File: src/rtl/fetch_unit_pkg.sv
// Shared definitions for the instruction fetch stage: FSM encoding and
// fetch geometry constants.
package fetch_unit_pkg;

  typedef enum logic [1:0] {
    IDLE  = 2'd0,
    FETCH = 2'd1,
    HOLD  = 2'd2,
    HALT  = 2'd3
  } fetch_state_t;

  localparam int          INSTR_BYTES = 4;
  localparam logic [63:0] RESET_PC    = 64'h0;

endpackage

File: src/rtl/fetch_unit_next_pc.sv
// Combinational next-PC calculation, shared by fetch and the branch unit.
// The target is pc+imm_branch when taken, otherwise the sequential pc+4.
module next_pc_calc
  import fetch_unit_pkg::*;
#(
  parameter int xlen = 64
) (
  input  logic [xlen-1:0] pc,
  input  logic            branch_taken,
  input  logic [xlen-1:0] imm_branch,
  output logic [xlen-1:0] next_pc,
  output logic            misaligned
);

  // Modulo-2^xlen arithmetic; wrap-around is intentional and silent.
  assign next_pc    = pc + (branch_taken ? imm_branch : xlen'(INSTR_BYTES));
  assign misaligned = |next_pc[1:0];

endmodule

File: src/rtl/fetch_unit.sv
// Instruction fetch stage: owns the PC, reads instruction memory via req/ack
// and hands one instruction at a time to decode under valid/ready.
module fetch_unit
  import fetch_unit_pkg::*;
#(
  parameter int              xlen     = 64,
  parameter logic [xlen-1:0] reset_pc = xlen'(RESET_PC)
) (
  input  logic            clk,
  input  logic            rst,
  output logic            imem_req,
  output logic [xlen-1:0] imem_addr,
  input  logic            imem_ack,
  input  logic [31:0]     imem_rdata,
  output logic [31:0]     instr,
  output logic            instr_valid,
  input  logic            instr_ready,
  output logic [xlen-1:0] pc,
  input  logic            branch_taken,
  input  logic [xlen-1:0] imm_branch,
  output logic            misaligned,
  output logic [xlen-1:0] fetch_count,
  output fetch_state_t    state
);

  // Handshake: decode takes instr on a cycle where instr_valid and
  // instr_ready are both high; instr_valid never drops until that happens,
  // and instr/pc do not change while it is high. instr_ready alone is inert.

  fetch_state_t    state_d;
  logic            armed;
  logic            accept;
  logic [xlen-1:0] next_pc;
  logic            next_misaligned;

  next_pc_calc #(.xlen(xlen)) u_next_pc (
    .pc           (pc),
    .branch_taken (branch_taken),
    .imm_branch   (imm_branch),
    .next_pc      (next_pc),
    .misaligned   (next_misaligned)
  );

  assign imem_addr = pc;

  always_comb begin
    state_d     = state;
    imem_req    = 1'b0;
    instr_valid = 1'b0;
    accept      = 1'b0;
    case (state)
      // The first edge after reset release only arms the FSM, so the first
      // request appears after the second edge.
      IDLE: if (armed) state_d = FETCH;
      FETCH: begin
        imem_req = 1'b1;
        if (imem_ack) state_d = HOLD;
      end
      HOLD: begin
        instr_valid = 1'b1;
        accept      = instr_ready;
        if (instr_ready) state_d = next_misaligned ? HALT : FETCH;
      end
      HALT: state_d = HALT;
      default: state_d = IDLE;
    endcase
  end

  always_ff @(posedge clk or posedge rst) begin
    if (rst) begin
      state       <= IDLE;
      armed       <= 1'b0;
      pc          <= reset_pc;
      instr       <= '0;
      misaligned  <= 1'b0;
      fetch_count <= '0;
    end else begin
      state <= state_d;
      armed <= 1'b1;
      if (state == FETCH && imem_ack) instr <= imem_rdata;
      if (accept) begin
        // A faulting target is still loaded into pc for debug visibility.
        pc          <= next_pc;
        fetch_count <= fetch_count + xlen'(1);
        if (next_misaligned) misaligned <= 1'b1;
      end
    end
  end

endmodule

File: config.mk
export PLATFORM = sky130hd
export DESIGN_NAME = fetch_unit
export DESIGN_NICKNAME = d
export VERILOG_FILES = /design/src/rtl/fetch_unit_pkg.sv /design/src/rtl/fetch_unit_next_pc.sv /design/src/rtl/fetch_unit.sv
export SDC_FILE = /design/constraint.sdc
export NUM_CORES = 1
export LEC_CHECK = 0
export BUFFER_PORTS_ARGS = -buffer_cell sky130_fd_sc_hd__buf_2
export CORE_MARGIN = 2
export CORE_UTILIZATION = 49
export DETAILED_ROUTE_END_ITERATION = 6
export PLACE_DENSITY_LB_ADDON = 0.12
export SETUP_SLACK_MARGIN = 0.4
export SLEW_MARGIN = 20
export SYNTH_ARGS = -nofsm -noshare
export SYNTH_HDL_FRONTEND = slang
export SYNTH_HIERARCHICAL = 1
export SYNTH_SLANG_ARGS = --single-unit
File: constraint.sdc
create_clock -name clk -period 4.4 [get_ports clk]
set_input_delay 0.22 -clock clk [delete_from_list [all_inputs] [get_ports clk]]
set_output_delay 0.22 -clock clk [all_outputs]
set_load 0.03 [all_outputs]
After elaboration in Yosys (flattened, before gate mapping)
Index checks and enable logic that the tools add are counted. Widths: inputs -> output; s select.

Add/subtract/negate cells: 2. Eq/ne operators: 6. Mux-type cells: 9. Reductions and logical operators: 5.

Operator list (count): $add 64x1->64 const B (1); $add 64x64->64 (1); $mux 64 (1); $mux 2 (4); $pmux 2 s4 (1); $ne 2x2->1 const B (3); $eq 2x2->1 const B (2); $mux 1 (3); $reduce_and 3->1 (1); $eq 2x1->1 const B (1); $logic_not 2->1 (1); $reduce_and 2->1 (1); $reduce_or 2->1 (1); $logic_and 1x1->1 (1).

Bits in registers: 164. Input port bits: 101. Logic and storage cells: 28.

Logic depth before layout (Yosys ltp)
Depth in word-level cells: 6. Depth in mapped cells: 14. Gate-level depth less buffers: 13.

By module
The synthesis kept the hierarchy.

By module, submodules not included: fetch_unit (instances 1, cells an instance 693, area an instance 7290.7 sq um); next_pc_calc (instances 1, cells an instance 663, area an instance 4489.3 sq um).

Worst setup path after synthesis
No wires, ideal clock.

Kind: register to register. Start: register pc[18], in the netlist imem_addr[18]. End: register pc[61], in the netlist imem_addr[61]. Arrival: 2.735 ns. Data required time: 4.334 ns. Slack: 1.599 ns. Stages on the path, launching flop included: 12. Clock period less this slack: 2.801 ns. Cells stage by stage: dfrtp_1 ha_1 a21oi_1 o21ai_1 a221o_1 a221o_1 o21ai_2 a2111oi_4 or3_1 o311ai_1 nand2_1 nand2_1.

Word-level cells in the longest chain between the ends: 1.

Ends and longest elaborated chain: from (decl) (RTL line fetch_unit.sv:18) `output logic [xlen-1:0] pc,`; from (signal assigned) (RTL line fetch_unit.sv:73) `pc <= reset_pc;`; from (signal assigned) (RTL line fetch_unit.sv:83) `pc <= next_pc;`; $add 64x64->64 (RTL line fetch_unit_next_pc.sv:16) `assign next_pc = pc + (branch_taken ? imm_branch : xlen'(INSTR_BYTES));`; net next_pc[61] (RTL line fetch_unit.sv:33) `logic [xlen-1:0] next_pc;`.

The timed path passes the listed nets, and every way through them passes these cells. A chain may end at the register's enable or synchronous reset.

Worst setup path after layout
Start: input port branch_taken. End: register pc[57], in the netlist imem_addr[57].

Word-level cells in the longest chain between the ends: 2.

Ends and longest elaborated chain: from (decl) (RTL line fetch_unit.sv:19) `input logic branch_taken,`; $mux 64 (RTL line fetch_unit_next_pc.sv:16); $add 64x64->64 (RTL line fetch_unit_next_pc.sv:16); net next_pc[57] (RTL line fetch_unit.sv:33).

The timed path passes the listed nets, and every way through them passes these cells.

==> impl_results.md <==
- Cell types occupying the most area after synthesis: dfrtp_1 (35%), nand2_1 (9.0%), ha_1 (6.9%)
- Vias per cell: 5.41
- Buffers added on ports: 329
- Horizontal extent of the die: 159 um
- Number of placement rows: 56
- Final routed wire length divided by cell count: 16.5 um
- Layout Nets: 1755
- Share of the clock period used by the worst path after layout: 0.741
- Global route overflow: 0
- Initial antenna violation count: 1
- Post-CTS Setup Repair Bufs: 0
- Num ports: 330
- Total clock buffers created by CTS: 17
- CP Data Arrival Time: 3.62 ns
- Post-cts repair resize count: 0
- Via Count: 10400
- Power density over the cells: 474 nW/um2
- Setup Crit Path Kind: in -> reg
- Post-synthesis net count: 1523
- Post-synth design cell area: 11800 um2
- Initial drt markers: 672
- Starting utilization of the core area: 0.500
- Normalized max-slew margin: 0.393
- Clock latency on the worst-skew pair: 0.43 ns
- TritonCTS clock tree: yes
- Async set-or-reset flop fraction in the synthesized netlist: 1.00
- Final setup skew: 0.0194 ns
- Actual slew at the worst max-slew pin: 0.910 ns
- Synthesized area per cell: 8.69 um2
- Most common library cells after synthesis: nand2_1 (284), dfrtp_1 (164), a21oi_1 (80), and2_1 (66)
- P&R area growth vs syn: 16.6%
- Clock period minus worst slack: 3.26 ns
- Number of clock sinks: 164
- Number of storage elements in the synthesis netlist: 164
- Warnings from Yosys: 6
- Remaining design rule violation count: 0
- Sequence of cells on the critical path: buf_2, and2_1, ha_1, a21oi_1, o21ai_1, a221o_1, a221o_1, o21ai_2, a211oi_1, o2111a_1, nor3_2, nand2_1, nand2_1
- Count of H-tree levels built during CTS: 4
- Via count of the first global-routing pass: 9916
- Delay of the slowest cell on the worst path: 0.69 ns
- Largest fanout of any net on the critical path: 64
- Count of flip-flops with a built-in enable after synthesis: 0
- Placement-stage worst setup slack: 0.680 ns
- Worst hold slack: 0.0156 ns
- Worst path buffer plus inverter count: 1
- Fin worst setup slack: 1.14 ns
- Detailed placement HPWL: 24000 um
- Total length of routed wires: 31700 um
- Global-route wire length before repair: 51300 um
- Yosys top cell area share: 0.348
- CTS hold repair buffers: 1
- Total negative setup slack: 0 ns
- Weighted congestion reported at the end of routability-driven placement: 0.924
- Leakage Power: 0.00747 uW
- Max clock buf depth: 2
- Max Clock Freq: 0.307 GHz
- CTS clock-pin slew for the worst setup and hold paths: 0.07 ns
- Cell at the root of the clock tree: clkbuf_16
- Final setup violation count: 0
- Core region area: 23500 um2
- Outcome: finished clean
- Type of origin of the critical path: primary input
- Worst min-delay path class: in -> reg
- Die Ht: 159 um
- Count of cell types in the netlist: 82
- GRT Resource Usage Total: 0.245
- Critical-path cell with the highest stage delay: buf_2
- Fraction of final layout cells sized beyond drive strength 1: 0.280
- Primary flip-flop cell chosen by synthesis mapping: dfrtp_1
- DR pass1 iterations: 5
- Share of the yosys chip area belonging to registers: 0.348
- Die area: 25300 um2
- Peak supply drop: 0.292 mV
- Critical Path RT: 4.75 ns
- Final total power: 6520 uW
- Setup repair after global routing missed its margin: no
- Final hold violation count: 0
- Cell class contributing the biggest share of worst-path delay: compound AO/OA/AOI/OAI gates
- Post-Syn Instances: 1356
- Number of pins with negative max-slew slack in the final report: 0
- Cell type with the largest total area after synthesis: dfrtp_1
- Leading cell type by number of instances after synthesis: nand2_1
- Capturing element type of the critical path: flip-flop
- Remaining number of nets flagged by the antenna check after routing: 0
- Pin count of the biggest net entering global routing: 103
- Max Cap Violations: 0
-- sequential cells by signal (all words and copies together) (netlist names) --
register,flops
state,2
armed,1
imem_addr,64
fetch_count,64
instr,32
misaligned,1
-- per-stage QoR --
stage	area, um2	instances	util
3_5_place_dp	13100	1887	0.558
4_1_cts	13700	1920	0.583
3_3_place_gp	13100	1887	0.558
5_1_grt	13700	1921	0.583
6_report	13700	1921	0.583
2_1_floorplan	11800	1356	-
-- per-layer routing --
metal / part of all wire / up-vias / track usage / routed length (um)
met5: 0 / - / 0 / 0
met4: 0.019 / 0 / 0.0665 / 588
met3: 0.055 / 30 / 0.0388 / 1760
met2: 0.46 / 319 / 0.396 / 14600
met1: 0.46 / 4933 / 0.344 / 14700
li1: - / 5105 / - / -
-- cell families after synthesis --
family | share of synthesized area
AO/OA/AOI/OAI | 0.131
XOR/XNOR | 0.0907
adder cells (fa/ha/maj) | 0.0707
buffers and inverters | 0.0723
flip-flops | 0.348
multiplexers | 0.0306
other | 0.000318
AND/OR/NAND/NOR | 0.256
-- power by group --
group	switching, uW	internal (uW)
Clock	726	761
Combinational	2030	961
Sequential	269	1770
Total	3020	3490
-- layout make-up --
type | count | area [um2]
antenna | 1 | 2.50
clock buffer | 17 | 425
clock inverter | 15 | 159
fill | 2245 | 9810
inverter | 28 | 109
multi-input combinational | 1042 | 6830
sequential | 164 | 4100
tap | 319 | 399
timing repair buffer | 335 | 1710
-- placed cells by master (no fill, tap or decap), types with 27 or more instances in the layout --
cell,n
a21oi_1,80
and2_1,65
buf_2,329
dfrtp_1,164
ha_1,65
inv_1,27
mux2_2,32
nand2_1,283
nand3_1,28
nand4_1,43
nor2_1,60
o21ai_0,37
xnor2_1,64
xor2_1,58
-- worst reg2reg max path, cell delays in order (launching register included) --
cell	delay, ns
dfrtp_1	0.44
ha_1	0.25
fa_1	0.41
a21oi_1	0.29
o211ai_1	0.21
nand4_1	0.16
nand3_1	0.26
a22oi_1	0.35
a21oi_1	0.22
nor4_1	0.22
a311oi_1	0.09
nand2_1	0.08
nand2_1	0.05
-- worst paths after layout --
path	start	to	slack, ns	cells after the start
setup / recovery	branch_taken	imem_addr[57]	1.14	13
hold / removal	imem_rdata[9]	instr[9]	0.02	2
setup reg to reg	imem_addr[0]	imem_addr[58]	1.25	12
hold reg to reg	misaligned	misaligned	0.45	1
max in group asynchronous	rst	imem_addr[45]	2.91	4
min in group asynchronous	rst	imem_addr[17]	0.48	3
Power figures use the tool's default switching activity.
